<file path="src/rtl/ex_stage_datapath.sv">
// rtl/ex_stage_datapath.sv - execute-stage datapath: operand muxes, ALU, branch target, NZVC flags
//
// Purpose:
//   Operand selection (immediate mux followed by EX/MEM and MEM/WB forwarding
//   muxes), 64-bit ALU, branch target PC + (BR_to_shift << 2), and the
//   registered N/Z/V/C condition flags written only when update is high.
//
// Configuration macro: EX_CBZ_BYPASS_EN
//   defined   : zero shows the live ALU zero while cbz_id is high
//   undefined : cbz_id is ignored; zero is always the registered Z flag
//
// Ports:
//   clk            in   1   clock; flags load on rising edge
//   reset          in   1   asynchronous active-high; clears the flags
//   ReadData1      in  64   register-file operand A
//   ReadData2      in  64   register-file operand B
//   PC             in  64   PC of the instruction in EX
//   ALU_or_DT      in  64   extended ALU immediate or DT offset
//   BR_to_shift    in  64   sign-extended branch offset in words
//   alu_result_mem in  64   forwarded result from EX/MEM
//   alu_result_wb  in  64   forwarded result from MEM/WB
//   ALUop          in   3   ALU operation select
//   forwardA       in   2   operand A forward select
//   forwardB       in   2   operand B forward select
//   ALUsrc         in   1   1: immediate, 0: ReadData2
//   update         in   1   load live flags at the clock edge
//   cbz_id         in   1   zero output shows live Z (CBZ)
//   alu_result     out 64   combinational ALU result
//   new_PC2        out 64   combinational branch target
//   negative       out  1   registered N
//   zero           out  1   registered Z, or live Z for CBZ
//   overflow       out  1   registered V
//   carry_out      out  1   registered C

module ex_stage_datapath (
  input  logic        clk,
  input  logic        reset,
  input  logic [63:0] ReadData1,
  input  logic [63:0] ReadData2,
  input  logic [63:0] PC,
  input  logic [63:0] ALU_or_DT,
  input  logic [63:0] BR_to_shift,
  input  logic [63:0] alu_result_mem,
  input  logic [63:0] alu_result_wb,
  input  logic [2:0]  ALUop,
  input  logic [1:0]  forwardA,
  input  logic [1:0]  forwardB,
  input  logic        ALUsrc,
  input  logic        update,
  input  logic        cbz_id,
  output logic [63:0] alu_result,
  output logic [63:0] new_PC2,
  output logic        negative,
  output logic        zero,
  output logic        overflow,
  output logic        carry_out
);

  logic [63:0] b_sel;
  logic [63:0] op_a;
  logic [63:0] op_b;
  logic [63:0] b_eff;
  logic [64:0] addsub;
  logic [63:0] result;
  logic        live_n;
  logic        live_z;
  logic        live_v;
  logic        live_c;

  logic n_q, z_q, v_q, c_q;
  logic n_d, z_d, v_d, c_d;

  // The top two offset bits fall off the shift; they carry no information.
  logic br_unused;
  assign br_unused = ^BR_to_shift[63:62];

  // Immediate mux first, so forwarding overrides the immediate selection.
  assign b_sel = ALUsrc ? ALU_or_DT : ReadData2;

  always_comb begin
    op_a = ReadData1;
    case (forwardA)
      2'b01:   op_a = alu_result_mem;
      2'b10:   op_a = alu_result_wb;
      default: op_a = ReadData1;
    endcase
  end

  always_comb begin
    op_b = b_sel;
    case (forwardB)
      2'b01:   op_b = alu_result_mem;
      2'b10:   op_b = alu_result_wb;
      default: op_b = b_sel;
    endcase
  end

  // Subtraction is A + ~B + 1, so carry = 1 means no borrow.
  always_comb begin
    result = '0;
    addsub = '0;
    live_c = 1'b0;
    live_v = 1'b0;
    b_eff  = (ALUop == 3'b011) ? ~op_b : op_b;
    case (ALUop)
      3'b000: result = op_b;
      3'b010, 3'b011: begin
        addsub = {1'b0, op_a} + {1'b0, b_eff} + {64'd0, (ALUop == 3'b011)};
        result = addsub[63:0];
        live_c = addsub[64];
        // Overflow: both addends share a sign that the sum does not.
        live_v = (op_a[63] == b_eff[63]) && (result[63] != op_a[63]);
      end
      3'b100:  result = op_a & op_b;
      3'b101:  result = op_a | op_b;
      3'b110:  result = op_a ^ op_b;
      default: result = '0;
    endcase
  end

  assign live_n     = result[63];
  assign live_z     = (result == 64'd0);
  assign alu_result = result;
  assign new_PC2    = PC + {BR_to_shift[61:0], 2'b00};

  always_comb begin
    n_d = n_q;
    z_d = z_q;
    v_d = v_q;
    c_d = c_q;
    if (update) begin
      n_d = live_n;
      z_d = live_z;
      v_d = live_v;
      c_d = live_c;
    end
  end

  always_ff @(posedge clk or posedge reset) begin
    if (reset) begin
      n_q <= 1'b0;
      z_q <= 1'b0;
      v_q <= 1'b0;
      c_q <= 1'b0;
    end else begin
      n_q <= n_d;
      z_q <= z_d;
      v_q <= v_d;
      c_q <= c_d;
    end
  end

  assign negative  = n_q;
  assign overflow  = v_q;
  assign carry_out = c_q;

`ifdef EX_CBZ_BYPASS_EN
  // CBZ needs the zero test of the current result, not a prior S-op.
  assign zero = cbz_id ? live_z : z_q;
`else
  logic cbz_unused;
  assign cbz_unused = cbz_id;
  assign zero = z_q;
`endif

endmodule

</file>
<file path="config.mk">
export PLATFORM = sky130hd
export DESIGN_NAME = ex_stage_datapath
export DESIGN_NICKNAME = d
export VERILOG_FILES = /design/src/rtl/ex_stage_datapath.sv
export SDC_FILE = /design/constraint.sdc
export NUM_CORES = 1
export LEC_CHECK = 0
export CELL_PAD_IN_SITES_DETAIL_PLACEMENT = 0
export CELL_PAD_IN_SITES_GLOBAL_PLACEMENT = 1
export CORE_MARGIN = 2
export CORE_UTILIZATION = 25
export CTS_BUF_LIST = sky130_fd_sc_hd__clkbuf_16
export CTS_CLUSTER_DIAMETER = 50
export CTS_CLUSTER_SIZE = 25
export DETAILED_ROUTE_END_ITERATION = 10
export GPL_TIMING_DRIVEN = 1
export HOLD_SLACK_MARGIN = 0.03
export PLACE_DENSITY_LB_ADDON = 0.1
export SYNTH_ARGS = -nofsm -noshare
export SYNTH_HDL_FRONTEND = slang
export SYNTH_SLANG_ARGS = --single-unit
export TNS_END_PERCENT = 20
</file>
<file path="constraint.sdc">
create_clock -name clk -period 14.61 [get_ports clk]
set_input_delay 1.461 -clock clk [delete_from_list [all_inputs] [get_ports clk]]
set_output_delay 1.461 -clock clk [all_outputs]
set_load 0.02 [all_outputs]
</file>
* Word-level counts from Yosys, hierarchy flattened
Cells that the tools add are included.
Word-level totals: flip-flop bits (word level) 4, output and inout port bits 132, logic and storage cells 33, input bits 460
Cells by class: reduce and logical (&&, ||, !) cells 4, add/subtract/negate cells 3, bitwise logic cells 4, muxes and demuxes 7, equal/unequal tests 11
Operator list (number):
- $pmux 64 s5 | 1
- $pmux 64 s2 | 2
- $mux 64 | 2
- $add 64x64->65 | 1
- $add 65x1->65 | 1
- $add 64x64->64 | 1
- $and 64x64->64 | 1
- $logic_not 64->1 | 1
- $not 64->64 | 1
- $or 64x64->64 | 1
- $xor 64x64->64 | 1
- $eq 3x3->1 const B | 3
- $eq 3x2->1 const B | 2
- $eq 2x1->1 const B | 2
- $eq 2x2->1 const B | 2
- $logic_not 3->1 | 1
- $mux 1 | 2
- $reduce_or 2->1 | 1
- $eq 1x1->1 | 1
- $logic_and 1x1->1 | 1
- $ne 1x1->1 | 1

* Longest topological paths before layout
depth in word-level cells 9, gate-level depth with buffers 26, depth with buffers taken out 19

* Worst setup path before layout
Ideal clock, no wire load.
path kind input-to-output, from input port ALUop[1], to output port alu_result[60], path buffers 7, slack 6.005 ns, arrival time 7.144 ns, cell stages on the path 22, data required time 13.149 ns, path through buf_2 -> nor2b_1 -> clkbuf_1 -> clkbuf_1 -> clkbuf_1 -> buf_1 -> clkbuf_1 -> nand2_1 -> clkbuf_1 -> xnor2_1 -> fa_1 -> a211oi_1 -> o21ba_2 -> a211oi_1 -> o21ba_2 -> or4_1 -> a311oi_1 -> o21ai_0 -> a21oi_1 -> o21ai_0 -> xnor2_1 -> o21ai_0
Between the ends: longest elaborated chain between the ends 5, elaborated cells on any way between the ends 11, those cells by class 2 x add/sub; 5 x eq/ne; 2 x mux; 2 x reduce/logical
Ends and longest elaborated chain:
- start, declared | RTL line 45 | input logic [2:0] ALUop,
- $eq 3x2->1
- $mux 64 | RTL line 104 | b_eff = (ALUop == 3'b011) ? ~op_b : op_b;
- $add 64x64->65 | RTL line 108 | addsub = {1'b0, op_a} + {1'b0, b_eff} + {64'd0, (ALUop == 3'b011)};
- $add 65x1->65 | RTL line 108
- $pmux 64 s5 (*) | RTL line 105 | case (ALUop)
- end, declared | RTL line 51 | output logic [63:0] alu_result,
Every way passes the cells marked *; elsewhere a longest branch is shown, timed or not.

* Worst setup path after layout
from input port forwardB[0], to output port alu_result[63]
Between the ends: longest elaborated chain between the ends 7, elaborated cells on any way between the ends 11, those cells by class 2 x add/sub; 2 x eq/ne; 3 x mux; 4 x bitwise
Ends and longest elaborated chain:
- start, declared | RTL line 47 | input logic [1:0] forwardB,
- $eq 2x2->1 / $eq 2x1->1 (equally long branches) | RTL line 91 | case (forwardB)
- $pmux 64 s2 (*) | RTL line 91
- $not 64->64 | RTL line 104
- $mux 64 | RTL line 104
- $add 64x64->65 | RTL line 108
- $add 65x1->65 | RTL line 108
- $pmux 64 s5 (*) | RTL line 105
Marks and branches as above.

==> results.sh <==
export IMPL_rsz0062_at_grt="no"
export IMPL_setup_tns_ps=0
export IMPL_seq_area_frac_synth_pct=0.6184
export IMPL_finClkSkew_ps=0
export IMPL_gp_congestion=0.9131
export IMPL_tightest_slew_ps=1285
export IMPL_outcome="complete, no violations"
export IMPL_finalSetupViolations=0
export IMPL_intPower_mw=0.7016
export IMPL_grt_pass1_vias=19900
export IMPL_fin_cells=3665
export IMPL_dp_cells=3660
export IMPL_yosys_top_cells_area="ha_1 20%, mux2i_1 8.6%, xnor2_1 6.8%"
export IMPL_gr_total_overflow=0
export IMPL_grt_max_degree=75
export IMPL_synth_area_um2=16190
export IMPL_avgSynthCellArea_um2=6.824
export IMPL_p_per_area_nw_per_um2=73.24
export IMPL_yosysTopAreaCell="ha_1"
export IMPL_layout_nets=3528
export IMPL_h_tree_depth=1
export IMPL_coreArea_um2=64230
export IMPL_dr_pass1_iters=5
export IMPL_dieArea_um2=66800
export IMPL_p_switching_mw=0.9603
export IMPL_utilization_pct=35.33
export IMPL_insertion_delay_ps=220
export IMPL_worst_setup_path_start_kind="primary input"
export IMPL_drtAntennaViolNets=0
export IMPL_p_seq_share_pct=0.8
export IMPL_placed_area_um2=22610
export IMPL_syn_inst=2372
export IMPL_cts_tree="yes"
export IMPL_die_h_um=258.5
export IMPL_drive_above_1_share_pct=1.994
export IMPL_dp_hpwl_um=71830
export IMPL_synth_ff_type="dfrtp_1"
export IMPL_vias=20130
export IMPL_holdBufCountCts=0
export IMPL_max_slew_margin_rel_pct=14.19
export IMPL_min_period_ps=10420
export IMPL_combPwrFrac_pct=96.7
export IMPL_synthArstFlopShare_pct=100.0
export IMPL_root_buffer="clkbuf_16"
export IMPL_cts_sinks=4
export IMPL_top_layer_used="met4"
export IMPL_path_class="primary input to output port"
export IMPL_fmax_ghz=0.09595
export IMPL_cp_max_fo=74
export IMPL_row_count=93
export IMPL_die_w_um=258.5
export IMPL_routed_wl_um=86700
export IMPL_grt_usage_pct=24.61
export IMPL_hold_viol=0
export IMPL_grt_first_pass_wirelength_um=126500
export IMPL_port_buffers=584
export IMPL_p_clk_share_pct=2.5
export IMPL_path_clk_slew_ps=30
export IMPL_fill_cells=6880
export IMPL_endpoint_kind="output port"
export IMPL_power_leakage_nw=9.434
export IMPL_yosysWarnings=0
export IMPL_clockBufferDepth=2
export IMPL_synth_edf_count=0
export IMPL_yosysTopAreaCellShare_pct=19.79
export IMPL_swShare_pct=57.78
export IMPL_holdWs_ps=519.0
export IMPL_fin_crit_sh_pct=71.33
export IMPL_arrival_ps=8960
export IMPL_crit_required_ps=13150
export IMPL_synthToLayoutAreaGrowth_pct=40.19
export IMPL_post_drt_via_cell_ratio=5.493
export IMPL_cts_post_setup_buffers_inserted=0
export IMPL_wl_met3_um=4081
export IMPL_avgRoutedWirePerCell_um=23.66
export IMPL_slew_violations=0
export IMPL_numCtsBuffers=3
export IMPL_ys_types=77
export IMPL_ys_ff_latch=4
export IMPL_initial_core_util_pct=25.20
export IMPL_drt_initial_drc_count=1708
export IMPL_syn_nets=3090
export IMPL_dr_wl_met2_um=43120
export IMPL_ir_worst_vdd_v=0.00003883
export IMPL_wl_met1_um=36460
export IMPL_cts_resized=0
export IMPL_hp_class="flip-flop to flip-flop"
export IMPL_post_route_drc_count=0
export IMPL_design_area_um2=22690
export IMPL_io_pins=592
export IMPL_antenna_found_initial=4
export IMPL_maxCapViolations=0
cell type report:
type                    instances  area [µm²]  share of cell area (%)
diodes                          2       5.005                 0.02206
clock buffers                   3       75.07                  0.3308
inverters                     179       671.9                   2.961
multi-input cells            2019       14800                   65.21
flip-flops and latches          4       100.1                  0.4411
well taps                     855        1070                   4.714
repair buffers                603        5973                   26.32
cell usage in the layout, fill, tap and decap left out, drive strengths merged, types with 7 or more instances in the layout:
cell type	count
nand4	54
nor4	8
or2	7
nor2b	15
nor3b	7
o31ai	21
nand2	186
a31oi	21
clkdlybuf4s50	580
a22o	9
a2111oi	9
nand3	40
nand2b	21
xnor2	125
o22ai	65
or3	12
o211ai	16
a211oi	21
a22oi	113
o21bai	21
buf	23
a41oi	8
xor2	22
nor3	31
a21oi	214
and2	11
mux2i	140
o21ai	171
o21a	35
or4	7
nor2	126
and3	11
a21o	51
a221oi	72
inv	179
ha	256
registers in the layout (all words and copies together), names as in the netlist:
signal,flops
carry_out,1
negative,1
overflow,1
zero,1
layer usage:
metal / global-route usage, % / vias up
li1: - / 9786
met1: 30.63 / 9619
met2: 44.27 / 631
met3: 2.387 / 96
met4: 7.884 / 0
met5: 0 / -
final timing paths:
kind / startpoint / endpoint / slack [ps] / cells after the start
worst max-delay path: forwardB[0] / alu_result[63] / 4190 / 20
worst min-delay path: zero / zero / 520 / 2
worst max register to register: negative / negative / 13920 / 2
worst min register to register: zero / zero / 520 / 2
max in group asynchronous: reset / overflow / 12980 / 2
min in group asynchronous: reset / negative / 1470 / 2
synthesized netlist by cell type (all sizes together), types with 12 or more instances:
library cell	instances
a211oi	21
nand4	54
a22oi	113
a21oi	214
o21ai	171
nand3	40
a21o	51
nor2	126
or3	12
mux2i	140
buf	48
nand2b	21
o21a	35
xnor2	125
nand2	186
o31ai	21
o211ai	16
a221oi	72
xor2	22
clkbuf	122
inv	179
o22ai	65
a31oi	21
nor3	31
nor2b	15
o21bai	21
ha	256
cells by family (layout without fill, tap and decap cells):
kind of cell | Yosys count | after routing | share of synthesized area (%)
AO/OA/AOI/OAI | 915 | 915 | 37.60
XOR/XNOR | 147 | 147 | 7.954
adder cells (fa/ha/maj) | 258 | 258 | 20.04
buffers and inverters | 349 | 785 | 8.348
flip-flops | 4 | 4 | 0.6184
multiplexers | 141 | 141 | 8.750
other | 0 | 2 | 0
AND/OR/NAND/NOR | 558 | 558 | 16.70
per-stage QoR:
step | worst slack [ps] | total power [mW]
after floorplan | 6005 | 0.9671
after global placement | 4338 | 1.593
after detailed placement | 4283 | 1.607
after CTS | 4272 | 1.658
after global routing | 3697 | 1.800
final | 4188 | 1.662
power groups by stage:
stage / Combinational, mW / Clock, mW / Sequential [mW]
2_1_floorplan: 0.953 / 0 / 0.0142
3_3_place_gp: 1.58 / 0 / 0.0135
3_5_place_dp: 1.59 / 0 / 0.0134
4_1_cts: 1.60 / 0.0424 / 0.0133
5_1_grt: 1.74 / 0.0436 / 0.0134
6_report: 1.61 / 0.0422 / 0.0132
critical path, cell delays in order:
cell	delay, ps
clkdlybuf4s50_1	490
inv_1	80
ha_4	670
buf_4	720
a221oi_1	100
a21oi_1	430
xnor2_1	120
ha_1	530
nand4_1	270
or3_1	440
or2_2	340
a311oi_1	790
nor4b_1	230
nor3_1	540
a2111oi_0	270
o31a_1	330
nor4_1	180
a21oi_1	110
nand2_1	130
clkdlybuf4s50_1	670
No activity file was read; power rests on OpenSTA's default activity.
